### config.mk
export PLATFORM = sky130hd
export DESIGN_NAME = dino_player
export DESIGN_NICKNAME = d
export VERILOG_FILES = /design/src/rtl/dino_pkg.sv /design/src/rtl/dino_player_sprite_rom.sv /design/src/rtl/dino_player.sv
export SDC_FILE = /design/constraint.sdc
export NUM_CORES = 1
export LEC_CHECK = 0
export ABC_AREA = 1
export BUFFER_PORTS_ARGS = -buffer_cell sky130_fd_sc_hd__buf_4
export CORE_AREA = 2 2 116 118
export DETAILED_ROUTE_END_ITERATION = 10
export DIE_AREA = 0 0 118 120
export PLACE_DENSITY = 0.46
export SYNTH_ARGS = -nofsm -noshare
export SYNTH_HDL_FRONTEND = slang
export SYNTH_HIERARCHICAL = 1
export SYNTH_SLANG_ARGS = --single-unit
### constraint.sdc
create_clock -name clk -period 3.4 [get_ports clk]
set_clock_uncertainty 0.1 [all_clocks]
set_input_delay 0.34 -clock clk [delete_from_list [all_inputs] [get_ports clk]]
set_output_delay 0.34 -clock clk [all_outputs]
set_load 0.01 [all_outputs]
### src/rtl/dino_pkg.sv
// dino_pkg: shared encodings for the dino player block.
//   - FSM state codes (3-bit, matching the width of o_state)
//   - sprite frame IDs used to address the sprite ROM
//   - sprite geometry: 16x16 bitmap drawn at 2x scale into a 32x32 box
//   - frame_for_state(): picks the sprite frame for the current player state
package dino_pkg;

    localparam logic [2:0] ST_RUN  = 3'd0;
    localparam logic [2:0] ST_AIR  = 3'd1;
    localparam logic [2:0] ST_DUCK = 3'd2;
    localparam logic [2:0] ST_DEAD = 3'd3;

    localparam logic [1:0] FR_RUN0 = 2'd0;
    localparam logic [1:0] FR_RUN1 = 2'd1;
    localparam logic [1:0] FR_DUCK = 2'd2;
    localparam logic [1:0] FR_DEAD = 2'd3;

    localparam int SPRITE_W     = 16;
    localparam int SPRITE_SCALE = 2;
    localparam int BOX_W        = SPRITE_W * SPRITE_SCALE;

    typedef logic [SPRITE_W-1:0] sprite_row_t;

    // A latched death always shows the DEAD frame, even before the state
    // register has been decoded; otherwise the frame follows the state.
    function automatic logic [1:0] frame_for_state(input logic [2:0] st,
                                                   input logic       run_frame,
                                                   input logic       dead);
        logic [1:0] fr;
        fr = FR_DEAD;
        if (!dead) begin
            case (st)
                ST_RUN:  fr = run_frame ? FR_RUN1 : FR_RUN0;
                ST_AIR:  fr = FR_RUN0;
                ST_DUCK: fr = FR_DUCK;
                default: fr = FR_DEAD;
            endcase
        end
        return fr;
    endfunction

endpackage

### src/rtl/dino_player_sprite_rom.sv
// player_sprite_rom: combinational 4-frame x 16-row x 16-column sprite ROM.
//   frame [1:0] : sprite frame ID (RUN0, RUN1, DUCK, DEAD)
//   row   [3:0] : bitmap row, 0 = top
//   col   [3:0] : bitmap column, 0 = left
//   pixel       : 1 = opaque
// Each row word is stored left-to-right, so column 0 is bit 15.
module player_sprite_rom
    import dino_pkg::*;
(
    input  logic [1:0] frame,
    input  logic [3:0] row,
    input  logic [3:0] col,
    output logic       pixel
);

    sprite_row_t row_bits;

    always_comb begin
        row_bits = '0;
        case ({frame, row})
            // RUN0
            6'h00: row_bits = 16'h00FE;
            6'h01: row_bits = 16'h01BF;
            6'h02: row_bits = 16'h01FF;
            6'h03: row_bits = 16'h01F0;
            6'h04: row_bits = 16'h01FC;
            6'h05: row_bits = 16'h83E0;
            6'h06: row_bits = 16'hC7E0;
            6'h07: row_bits = 16'hFFF8;
            6'h08: row_bits = 16'hFFE8;
            6'h09: row_bits = 16'h7FE0;
            6'h0A: row_bits = 16'h3FC0;
            6'h0B: row_bits = 16'h1F80;
            6'h0C: row_bits = 16'h0F00;
            6'h0D: row_bits = 16'h0C80;
            6'h0E: row_bits = 16'h0800;
            6'h0F: row_bits = 16'h0C00;
            // RUN1: same body, other leg forward
            6'h10: row_bits = 16'h00FE;
            6'h11: row_bits = 16'h01BF;
            6'h12: row_bits = 16'h01FF;
            6'h13: row_bits = 16'h01F0;
            6'h14: row_bits = 16'h01FC;
            6'h15: row_bits = 16'h83E0;
            6'h16: row_bits = 16'hC7E0;
            6'h17: row_bits = 16'hFFF8;
            6'h18: row_bits = 16'hFFE8;
            6'h19: row_bits = 16'h7FE0;
            6'h1A: row_bits = 16'h3FC0;
            6'h1B: row_bits = 16'h1F80;
            6'h1C: row_bits = 16'h0F00;
            6'h1D: row_bits = 16'h0480;
            6'h1E: row_bits = 16'h0080;
            6'h1F: row_bits = 16'h00C0;
            // DUCK: rows 0..8 are empty (default)
            6'h29: row_bits = 16'hC07E;
            6'h2A: row_bits = 16'hFFDF;
            6'h2B: row_bits = 16'hFFFF;
            6'h2C: row_bits = 16'h7FF8;
            6'h2D: row_bits = 16'h3FFC;
            6'h2E: row_bits = 16'h1980;
            6'h2F: row_bits = 16'h1100;
            // DEAD: crossed-out eye, both legs down
            6'h30: row_bits = 16'h00FE;
            6'h31: row_bits = 16'h01D7;
            6'h32: row_bits = 16'h01EF;
            6'h33: row_bits = 16'h01D7;
            6'h34: row_bits = 16'h01FC;
            6'h35: row_bits = 16'h83E0;
            6'h36: row_bits = 16'hC7E0;
            6'h37: row_bits = 16'hFFF8;
            6'h38: row_bits = 16'hFFE8;
            6'h39: row_bits = 16'h7FE0;
            6'h3A: row_bits = 16'h3FC0;
            6'h3B: row_bits = 16'h1F80;
            6'h3C: row_bits = 16'h0F00;
            6'h3D: row_bits = 16'h0D80;
            6'h3E: row_bits = 16'h0880;
            6'h3F: row_bits = 16'h0CC0;
            default: row_bits = '0;
        endcase
    end

    assign pixel = row_bits[4'(SPRITE_W - 1) - col];

endmodule

### src/rtl/dino_player.sv
// dino_player: player state machine, jump physics, run animation and
// per-pixel sprite output for the dino game.
//   clk              : pixel clock
//   rst              : asynchronous active-high reset
//   i_game_tick_60hz : one-cycle frame pulse (beam at 0,0); physics step
//   i_jump           : jump button (level or pulse; pulses are remembered)
//   i_duck           : duck button (level)
//   i_restart        : leave DEAD (sampled every cycle)
//   i_collision      : collision flag from graphics_top
//   i_hpos, i_vpos   : current beam column / row
//   o_color_player   : sprite opaque at the beam position (combinational)
//   o_state          : RUN=0, AIR=1, DUCK=2, DEAD=3
//   o_height         : sprite height above the ground in pixels
module dino_player
    import dino_pkg::*;
#(
    parameter int PLAYER_X    = 64,
    parameter int GROUND_Y    = 400,
    parameter int JUMP_VEL    = 15,
    parameter int GRAVITY     = 1,
    parameter int ANIM_FRAMES = 6
) (
    input  logic       clk,
    input  logic       rst,
    input  logic       i_game_tick_60hz,
    input  logic       i_jump,
    input  logic       i_duck,
    input  logic       i_restart,
    input  logic       i_collision,
    input  logic [9:0] i_hpos,
    input  logic [9:0] i_vpos,
    output logic       o_color_player,
    output logic [2:0] o_state,
    output logic [6:0] o_height
);

    localparam int                CNT_W     = (ANIM_FRAMES > 1) ? $clog2(ANIM_FRAMES) : 1;
    localparam logic [CNT_W-1:0]  ANIM_LAST = CNT_W'(ANIM_FRAMES - 1);
    localparam logic signed [5:0] JUMP_V    = 6'(JUMP_VEL);
    localparam logic [10:0]       BOX_X0    = 11'(PLAYER_X);
    localparam logic [10:0]       BOX_SZ    = 11'(BOX_W);
    localparam logic [10:0]       GROUND    = 11'(GROUND_Y);

    // Velocity minus gravity, clamped to the 6-bit signed range so a long
    // fall pins at -32 instead of wrapping to a large upward speed.
    function automatic logic signed [5:0] vel_sat_sub(input logic signed [5:0] v,
                                                     input int               g);
        int d;
        d = int'(v) - g;
        if (d < -32)
            return 6'sb100000;
        else if (d > 31)
            return 6'sb011111;
        else
            return 6'(d);
    endfunction

    logic [2:0]        state;
    logic [6:0]        height;
    logic signed [5:0] vel;
    logic              jump_pending;
    logic [CNT_W-1:0]  anim_cnt;
    logic              run_frame;
    logic              dead_latched;

    logic              jump_req;
    logic signed [7:0] sum_air;
    logic              air_lands;
    logic signed [5:0] vel_next;

    assign jump_req  = jump_pending | i_jump;
    assign sum_air   = $signed({1'b0, height}) + $signed({{2{vel[5]}}, vel});
    assign air_lands = sum_air[7] | (sum_air == 8'sd0);
    assign vel_next  = vel_sat_sub(vel, GRAVITY);

    always_ff @(posedge clk or posedge rst) begin
        if (rst) begin
            state        <= ST_RUN;
            height       <= '0;
            vel          <= '0;
            jump_pending <= 1'b0;
            anim_cnt     <= '0;
            run_frame    <= 1'b0;
            dead_latched <= 1'b0;
        end else begin
            // A tick consumes any remembered press; between ticks presses accumulate.
            jump_pending <= i_game_tick_60hz ? 1'b0 : jump_req;

            if (i_collision && (state != ST_DEAD)) begin
                // Collision wins over a same-cycle tick: no physics this cycle.
                state        <= ST_DEAD;
                dead_latched <= 1'b1;
            end else if (state == ST_DEAD) begin
                if (i_restart) begin
                    state        <= ST_RUN;
                    height       <= '0;
                    vel          <= '0;
                    anim_cnt     <= '0;
                    dead_latched <= 1'b0;
                end
            end else if (i_game_tick_60hz) begin
                case (state)
                    ST_RUN: begin
                        if (anim_cnt == ANIM_LAST) begin
                            anim_cnt  <= '0;
                            run_frame <= ~run_frame;
                        end else begin
                            anim_cnt <= anim_cnt + 1'b1;
                        end
                        if (jump_req) begin
                            vel    <= JUMP_V;
                            height <= '0;
                            state  <= ST_AIR;
                        end else if (i_duck) begin
                            state <= ST_DUCK;
                        end
                    end
                    ST_DUCK: begin
                        if (jump_req) begin
                            vel    <= JUMP_V;
                            height <= '0;
                            state  <= ST_AIR;
                        end else if (!i_duck) begin
                            state <= ST_RUN;
                        end
                    end
                    ST_AIR: begin
                        if (air_lands) begin
                            height <= '0;
                            vel    <= '0;
                            state  <= ST_RUN;
                        end else begin
                            height <= sum_air[6:0];
                            vel    <= vel_next;
                        end
                    end
                    default: ;
                endcase
            end
        end
    end

    // Sprite box in 11-bit unsigned space so the bounds never wrap.
    logic [10:0] hpos_w;
    logic [10:0] vpos_w;
    logic [10:0] box_top;
    logic [10:0] dx;
    logic [10:0] dy;
    logic        in_box;
    logic [1:0]  frame;
    logic        rom_pixel;
    logic        unused_bits;

    assign hpos_w  = {1'b0, i_hpos};
    assign vpos_w  = {1'b0, i_vpos};
    assign box_top = GROUND - BOX_SZ - {4'b0, height};
    assign dx      = hpos_w - BOX_X0;
    assign dy      = vpos_w - box_top;
    assign in_box  = (hpos_w >= BOX_X0) && (hpos_w < BOX_X0 + BOX_SZ) &&
                     (vpos_w >= box_top) && (vpos_w < box_top + BOX_SZ);

    // Inside the box the offset is 0..31; dropping bit 0 undoes the 2x scale.
    assign unused_bits = ^{dx[10:5], dx[0], dy[10:5], dy[0]};

    assign frame = frame_for_state(state, run_frame, dead_latched);

    player_sprite_rom u_rom (
        .frame (frame),
        .row   (dy[4:1]),
        .col   (dx[4:1]),
        .pixel (rom_pixel)
    );

    assign o_color_player = in_box & rom_pixel;
    assign o_state        = state;
    assign o_height       = height;

endmodule

==> results of run 1 <==
-- sequential cells by signal, indices dropped and copies added, names as in the netlist --
register	flops
anim_cnt	3
dead_latched	1
jump_pending	1
o_height	7
o_state	2
run_frame	1
vel	6
-- per-layer routing --
layer,vias up,track usage (%)
met5,-,0
met4,0,3.46
met3,15,0.998
met2,63,24.5
met1,1534,15.8
li1,1796,-
-- final cells by class --
type | instances | area (µm²)
Clock buffer | 3 | 75.1
Clock inverter | 1 | 7.51
Fill cell | 1456 | 8900
Inverter | 82 | 318
Multi-Input combinational cell | 410 | 2350
Sequential cell | 21 | 528
Tap cell | 176 | 220
Timing Repair Buffer | 74 | 588
-- through the flow --
step	util, %	area [µm²]	cells	TNS, ns
final	31.5	4080	767	-0.290
after floorplan	-	3200	523	-0.00238
after detailed placement	29.6	3850	754	-0.0487
after global placement	29.6	3850	754	-0.0962
after global routing	31.5	4080	767	-0.577
after CTS	31.0	4020	765	-0.269
-- final timing paths --
kind	depth (start not counted)	slack (ns)	start	to
hold reg to reg	1	0.37	run_frame	run_frame
setup / recovery	23	-0.29	o_height[1]	o_color_player
setup reg to reg	16	0.86	o_height[0]	o_state[0]
max in group asynchronous	2	2.50	rst	o_height[0]
hold / removal	2	0.14	rst	o_state[0]
min in group clk	2	0.17	i_game_tick_60hz	jump_pending
-- synthesized netlist by cell type, drive strengths merged --
library cell	count
buf	10
nor3	5
nand3	71
nand4	10
o22ai	2
fa	2
a21oi	19
xor2	9
nor4	1
a31oi	1
nand3b	1
nor2	51
dfrtp	21
ha	37
o21ai	19
conb	1
inv	80
nand2	177
and2	3
clkinv	2
o21a	1
-- cell families (layout without fill, tap and decap cells) --
logic type / count (synthesis) / after routing
AOI/OAI and AO/OA: 42 / 42
xor gates and xnor gates: 9 / 9
adders and majority gates: 39 / 39
buffers and inverters: 92 / 160
DFF: 21 / 21
other: 1 / 1
and+or+nand+nor: 319 / 319
-- what timing repair did --
item / 4_1_cts / 5_1_grt
pin swaps: 11 / 9
setup endpoints to repair: 1 / 1
setup buffers: 7 / 2
resized for setup: 10 / 11
gates cloned: 0 / 0
==> impl_metrics.csv, run 1 <==
group,metric,value,unit
outcome,status,"complete, but fails checks",
outcome,violations,"negative setup slack",
placement,dp_hpwl,7330,µm
sta,worst_slew_pin_slew,0.799,ns
die,io_pins,38,
global_routing,grt_pass1_vias,3467,
critical_path,critPathSlowestCell,"dfrtp_2",
synthesis,synth_top_area_cell,"nand2_1",
sta,final-setup-viol-count,1,
global_routing,antenna_found_initial,0,
synthesis,synth_nets,589,
synthesis,synth_fa_ha_area_share,15.9,%
critical_path,worstPathRequired,2.96,ns
min_path,hold_path.class,"in2async",
die,initial_utilization,24.3,%
critical_path,cp_common_cell,"nand2_1",
critical_path,startpoint_type,"flop",
drt,wl_met3,255,µm
sta,fin_ws,-0.290,ns
sta,whs,0.139,ns
critical_path,max_stage_delay,0.38,ns
placement,place.gp.congestion,0.879,
drt,wl_met1,3920,µm
synthesis,synth_seq_cells,21,
drt,drc_errors,0,
global_routing,grt-ovfl-total,0,
critical_path,critPathArrivalTime,3.25,ns
critical_path,critPathMaxFanout,5,
clocking,clkTransAtPathRegs,0.06,ns
final_layout,syn2layout_area_growth,29.2,%
drt,wl_per_cell,11.5,µm
sta,fmax,271,MHz
clocking,clockRootBuffer,"clkbuf_16",
synthesis,syn_area,3160,µm²
die,die_h,120,µm
die,rows,42,
final_layout,insertedDiodeCount,0,
global_routing,gr-usage-all-layers,13.0,%
synthesis,synth-compound-area-share,8.04,%
die,die-width,118,µm
sta,relSlewSlack,46.7,%
clocking,cts_max_path_buffers,2,
drt,avgViaCountPerCell,4.44,
critical_path,cp.buffers_inverters,6,
synthesis,ys_seq_area_share,16.6,%
synthesis,yosysUniqueCellTypes,34,
sta,hold_violations,0,
sta,rsz0062_at_grt,"yes",
synthesis,synth_area_leaders,"nand2_1 (20%), dfrtp_1 (17%), ha_1 (15%)",
final_layout,layout_common_cells,"nand2_1 (170), inv_1 (71), buf_4 (70), nand3_1 (66), nor2_1 (42)",
sta,min_period,3.69,ns
global_routing,grt_pass1_wl,15500,µm
drt,routed.top_layer,"met4",
drt,firstDrtPassIters,4,
synthesis,synth_top_family_by_area,"simple AND/OR/NAND/NOR gates",
final_layout,final_common_cell,"nand2_1",
sta,drv_slew,0,
final_layout,layout.nets,658,
clocking,numCtsBuffers,3,
placement,buffer_ports.inserted,35,
die,core_area,13000,µm²
clocking,htree_levels,1,
placement,dp_slack,-0.0487,ns
clocking,cts_tree,"yes",
critical_path,critical_path.cell_chain,"inv_2 > ha_4 > xor2_1 > ha_1 > buf_6 > xor2_4 > inv_2 > buf_4 > ha_1 > inv_1 > nand2_1 > a21oi_2 > nand2_1 > nand3_1 > nand2_1 > nand3_1 > nand3_1 > nand2_1 > nand3_1 > nor2_1 > nand2_1 > nor2_2 > buf_4",
sta,period_share,109,%
drt,ant_nets,0,
synthesis,yosysTopAreaCellShare,20.3,%
synthesis,synthMuxAreaShare,0,%
job,maxCapViolations,0,
final_layout,drive_above_1_share,22.0,%
critical_path,crit_type,"reg2out",
global_routing,grt_max_degree,22,
drt,vias,3408,
synthesis,yosys.area_share.simple,44.1,%
synthesis,synth_xor_area_share,2.50,%
critical_path,cp_top_family,"simple AND/OR/NAND/NOR gates",
drt,drt-initial-drc-count,211,
drt,wl,8850,µm
synthesis,ys_warn_count,6,
critical_path,end_kind,"output pin",
clocking,cts.sinks,21,
synthesis,synth_cells,523,
synthesis,syn_area_per_cell,6.04,µm²
clocking,cts_hold_buffers,0,
clocking,clk_latency,0.25,ns
die,dieArea,14200,µm²
drt,wl_met2,4510,µm
Power of run 1 is not shown: default switching activity piles up to over one toggle a cycle in this logic, so the estimate is an artifact.
==> run 2: changes to the inputs <==
Settings changed: CORE_AREA 2 2 116 118 to 2 2 115 117, CTS_CLUSTER_SIZE set to 10, DIE_AREA 0 0 118 120 to 0 0 117 119, SYNTH_HIERARCHICAL 1 to unset.
==> run 2 against run 1 <==
Against the previous run: the flow still finishes with violations (negative setup slack); worst hold slack gained 0.031 ns; utilization grew 1.2 points; via count shrank 3.3%; clock-buffer cell count grew 1; global-route usage shrank 0.17 points; critical endpoint unchanged.
==> impl_metrics.csv, run 2 <==
group,metric,value,unit
drt,drt-initial-drc-count,127,
synthesis,synth_flop_cell,"dfrtp_1",
critical_path,end_kind,"output pin",
sta,final-setup-viol-count,1,
critical_path,cp_top_family,"simple AND/OR/NAND/NOR gates",
sta,rsz0062_at_grt,"yes",
sta,fmax,292,MHz
synthesis,ys_warn_count,0,
critical_path,cp.buffers_inverters,3,
clocking,numCtsBuffers,3,
critical_path,critPathSlowestCell,"dfrtp_1",
outcome,violations,"negative setup slack",
critical_path,critPathMaxFanout,6,
global_routing,antenna_found_initial,0,
final_layout,final_common_cell,"nand2_1",
sta,hold_violations,0,
sta,period_share,101,%
drt,vias,3296,
placement,buffer_ports.inserted,35,
job,maxCapViolations,0,
synthesis,synth_cells,480,
synthesis,yosysTopAreaCellShare,16.8,%
placement,placed_area,3650,µm²
synthesis,synth_seq_cells,21,
clocking,clkTransAtPathRegs,0.06,ns
global_routing,grt-ovfl-total,0,
critical_path,worstPathRequired,2.96,ns
die,dieArea,13900,µm²
final_layout,largest_reg_flops,7,
final_layout,syn2layout_area_growth,34.6,%
synthesis,synth_edf_count,0,
critical_path,critical_path.cell_chain,"buf_4 > nor3_4 > xor2_2 > ha_4 > a21oi_2 > nand3_2 > nand2_4 > buf_4 > nor2_1 > a21oi_2 > nand2_1 > nand3_1 > nand3_1 > nand3_1 > nand2_1 > nand2_1 > nand2_1 > nor2_1 > buf_4",
critical_path,r2r_setup_slack,0.69,ns
clocking,clk_latency,0.25,ns
synthesis,ys_seq_area_share,16.8,%
global_routing,gr-usage-all-layers,12.8,%
die,rows,42,
drt,wl_per_cell,12.4,µm
global_routing,grt_pass1_vias,3256,
final_layout,layout.nets,621,
critical_path,max_stage_delay,0.40,ns
drt,avgViaCountPerCell,4.52,
sta,min_period,3.43,ns
critical_path,crit_type,"reg2out",
outcome,status,"complete, but fails checks",
global_routing,grt_max_degree,22,
clocking,htree_levels,1,
die,initial_utilization,24.2,%
drt,drc_errors,0,
critical_path,startpoint_type,"flop",
placement,dp_hpwl,7100,µm
die,die_h,119,µm
final_layout,drive_above_1_share,31.1,%
drt,firstDrtPassIters,4,
synthesis,yosysUniqueCellTypes,47,
min_path,hold_path.class,"in2async",
final_layout,insertedDiodeCount,0,
drt,wl,9060,µm
sta,relSlewSlack,41.8,%
synthesis,syn_area,3120,µm²
die,core_area,12900,µm²
placement,place.gp.congestion,0.811,
synthesis,synth-async-reset-ratio,100,%
sta,drv_slew,0,
die,io_pins,38,
synthesis,synth.most_common_cell,"nand2_1",
synthesis,synth_common_cells,"nand2_1 (124), inv_1 (78), nand3_1 (49)",
sta,worst_slew_pin_slew,0.872,ns
sta,fin_ws,-0.0292,ns
synthesis,synth_area_leaders,"dfrtp_1 (17%), ha_1 (15%), nand2_1 (15%)",
clocking,cts_tree,"yes",
final_layout,fill_cells,1382,
synthesis,synth_top_area_cell,"dfrtp_1",
die,die-width,117,µm
synthesis,syn_area_per_cell,6.50,µm²
final_layout,design_area,4200,µm²
final_layout,layout_common_cells,"nand2_1 (110), buf_4 (71), inv_1 (70), nand3_1 (40), nor2_1 (33)",
drt,ant_nets,0,
critical_path,cp_common_cell,"nand2_1",
final_layout,utilization,32.6,%
clocking,cts.sinks,21,
synthesis,synth_nets,547,
clocking,cts_max_path_buffers,2,
global_routing,grt_pass1_wl,14600,µm
clocking,clockRootBuffer,"clkbuf_16",
critical_path,critPathArrivalTime,2.99,ns
## run 2: logic make-up after synthesis
group	Yosys count	synth area share, %
AO/OA/AOI/OAI	66	13.1
XOR/XNOR	14	4.17
adder cells (fa/ha/maj)	40	16.5
buffers and inverters	88	12.0
flip-flops	21	16.8
other	1	0.120
AND/OR/NAND/NOR	250	37.2
## run 2: layout make-up
class	instances	area, µm²	share of cell area, %
clock buffers	4	78.8	1.88
multi-input cells	372	2490	59.2
repair buffers	73	564	13.4
inverters	83	322	7.66
well taps	176	220	5.24
flip-flops and latches	21	527	12.5
## run 2: path summary, 6_finish.rpt
check | to | from | cells after the start
worst max-delay path | o_color_player | o_height[0] | 19
worst min-delay path | run_frame | rst | 2
worst max register to register | o_height[2] | o_height[0] | 14
worst min register to register | run_frame | run_frame | 1
max in group asynchronous | o_height[2] | rst | 2
min in group clk | jump_pending | i_game_tick_60hz | 2
## run 2: layer usage
metal / wire length, µm / share of wire [%] / up-vias / global-route usage, %
met5: 0 / 0 / - / 0
met4: 180 / 2.0 / 0 / 3.82
met3: 264 / 2.9 / 16 / 1.12
met2: 4720 / 52 / 59 / 23.4
met1: 3900 / 43 / 1516 / 15.7
li1: - / - / 1705 / -
## run 2: repair_timing
item | 4_1_cts | 5_1_grt
endpoints found under the hold margin | 0 | 0
pin swaps | 8 | 26
hold buffers | 0 | 0
gates resized for setup | 22 | 49
setup endpoints to repair | 1 | 1
cloned | 0 | 1
buffers inserted | 4 | 22
## run 2: stage by stage
stage               hold WS [ns]  TNS [ns]  cells  worst slack (ns)
finish                     0.170   -0.0292    729           -0.0292
detailed placement         0.367         0    698            0.0430
global placement           0.370         0    698            0.0518
global route               0.162    -0.244    729            -0.244
floorplan                  0.217         0    480            0.0904
CTS                        0.166   -0.0597    706           -0.0597
Power of run 2 is left out for the same reason.
==> run 3: changes to the inputs <==
==> constraint.sdc (replaced) <==
create_clock -name clk -period 3.4 [get_ports clk]
set_clock_uncertainty 0.1 [all_clocks]
set_input_delay 0.68 -clock clk [delete_from_list [all_inputs] [get_ports clk]]
set_output_delay 0.68 -clock clk [all_outputs]
set_load 0.01 [all_outputs]
==> run 3 against run 2 <==
Against the previous run: the run still ends with negative setup slack left; fmax is 9.4% lower; register-to-register slack hardly changed; first-iteration DRC count is 28% lower; via count is 2.9% higher; critical path depth is 4 higher; cell count is 2.9% higher; clock-buffer cell count stayed put; global-route usage is 0.82 points higher; cell area is 3.8% higher; flip-flop and latch count stayed put; largest cell class unchanged.
==> impl_metrics.csv, run 3 (synthesis results as in run 2) <==
group,metric,value,unit
drt,vias,3390,
final_layout,final_common_cell,"nand2_1",
sta,worst_slew_pin_slew,0.856,ns
critical_path,crit_type,"reg2out",
clocking,cts_hold_buffers,0,
final_layout,finalNonFillerCells,750,
min_path,hold_path.class,"reg2reg",
critical_path,r2r_end,"o_height[2]",
sta,final-setup-viol-count,1,
min_path,min_to,"run_frame",
critical_path,r2r_setup_slack,0.69,ns
final_layout,layout.nets,642,
sta,rsz0062_at_grt,"yes",
placement,buffer_ports.inserted,35,
final_layout,multi_input_area,2450,µm²
sta,tns,-0.385,ns
outcome,status,"complete, but fails checks",
drt,wl_per_cell,11.9,µm
die,initial_utilization,24.2,%
critical_path,startpoint_type,"flop",
critical_path,worstPathRequired,2.62,ns
placement,dp_hpwl,7280,µm
clocking,cts_max_path_buffers,2,
outcome,violations,"negative setup slack",
sta,fmax,264,MHz
global_routing,grt_max_degree,22,
min_path,min-delay-start,"run_frame",
die,die-width,117,µm
clocking,clk_latency,0.25,ns
critical_path,r2r-start,"o_height[1]",
clocking,cts_tree,"yes",
global_routing,antenna_found_initial,0,
final_layout,layout_common_cells,"nand2_1 (116), buf_4 (85), inv_1 (71), nand3_1 (45), nor2_1 (34)",
clocking,cts.sinks,21,
drt,ant_nets,0,
critical_path,end_kind,"output pin",
final_layout,largest_reg_flops,7,
sta,fin_ws,-0.385,ns
critical_path,rr_worst_depth,13,
critical_path,critPathMaxFanout,6,
die,rows,42,
final_layout,register_area,527,µm²
die,core_area,12900,µm²
final_layout,syn2layout_area_growth,39.7,%
job,maxCapViolations,0,
clocking,clkTransAtPathRegs,0.06,ns
sta,period_share,111,%
clocking,clockRootBuffer,"clkbuf_16",
sta,min_period,3.78,ns
global_routing,grt-ovfl-total,0,
global_routing,grt_pass1_vias,3597,
drt,avgViaCountPerCell,4.52,
clocking,htree_levels,1,
sta,hold_violations,0,
sta,relSlewSlack,42.9,%
die,io_pins,38,
drt,drc_errors,0,
placement,dp.cells,739,
sta,drv_slew,0,
final_layout,drive_above_1_share,30.5,%
drt,drt-initial-drc-count,92,
placement,place.gp.congestion,0.806,
drt,firstDrtPassIters,4,
final_layout,fill_cells,1387,
final_layout,insertedDiodeCount,0,
critical_path,critPathArrivalTime,3.00,ns
die,die_h,119,µm
global_routing,gr-usage-all-layers,13.6,%
min_path,hold_depth,1,
global_routing,grt_pass1_wl,15700,µm
clocking,numCtsBuffers,3,
die,dieArea,13900,µm²
drt,wl,8960,µm
run 3: worst max path at each step:
stage	end	startpoint	slack [ns]	depth (start not counted)
detailed placement	o_color_player	i_vpos[0]	-0.33	26
global placement	o_color_player	i_vpos[0]	-0.32	23
floorplan	o_color_player	o_height[1]	-0.07	24
global route	o_color_player	o_height[1]	-0.62	26
CTS	o_color_player	o_height[0]	-0.41	21
finish	o_color_player	o_height[1]	-0.38	23
run 3: worst max-delay path, cell delays in order (launching register included):
cell and delay, ns:
dfrtp_1 0.43, inv_2 0.11, ha_4 0.15, buf_6 0.10
nand3_4 0.07, xor2_1 0.14, ha_1 0.37, inv_2 0.07
buf_6 0.12, nand3_4 0.12, nand2_8 0.09, buf_6 0.13
nand3_4 0.08, nor2_1 0.04, nor2_1 0.09, nand3_1 0.07
nand2_1 0.07, nand2_1 0.04, nand3_1 0.06, nand2_1 0.05
nand2_1 0.05, nand2_1 0.06, nor2_2 0.10, buf_4 0.12
run 3: routing by layer:
| metal | track usage (%) | part of all wire [%] | vias up |
|---|---|---|---|
| met3 | 0.814 | 2.0 | 22 |
| met5 | 0 | 0 | - |
| met2 | 24.9 | 51 | 58 |
| met1 | 16.4 | 44 | 1563 |
| met4 | 5.37 | 3.4 | 0 |
| li1 | - | - | 1747 |
run 3: area by class of cell:
cell class | instances | share of cell area (%)
clock buffers | 4 | 1.81
flip-flops and latches | 21 | 12.1
repair buffers | 94 | 17.4
well taps | 176 | 5.05
inverters | 83 | 7.43
multi-input cells | 372 | 56.3
run 3: what timing repair did:
item,in CTS,in global routing
gates resized for setup,34,13
pin swaps,20,10
setup endpoints to repair,1,1
buffers inserted,5,1
gates cloned,1,0
run 3: stage by stage:
step	util (%)	hold slack, ns	instance area (µm²)	setup WS [ns]
2_1_floorplan	-	0.345	3180	-0.0659
3_3_place_gp	31.2	0.367	4020	-0.316
3_5_place_dp	31.2	0.379	4020	-0.327
4_1_cts	33.4	0.392	4300	-0.410
5_1_grt	33.9	0.410	4360	-0.625
6_report	33.9	0.378	4360	-0.385
Power of run 3 is left out for the same reason.
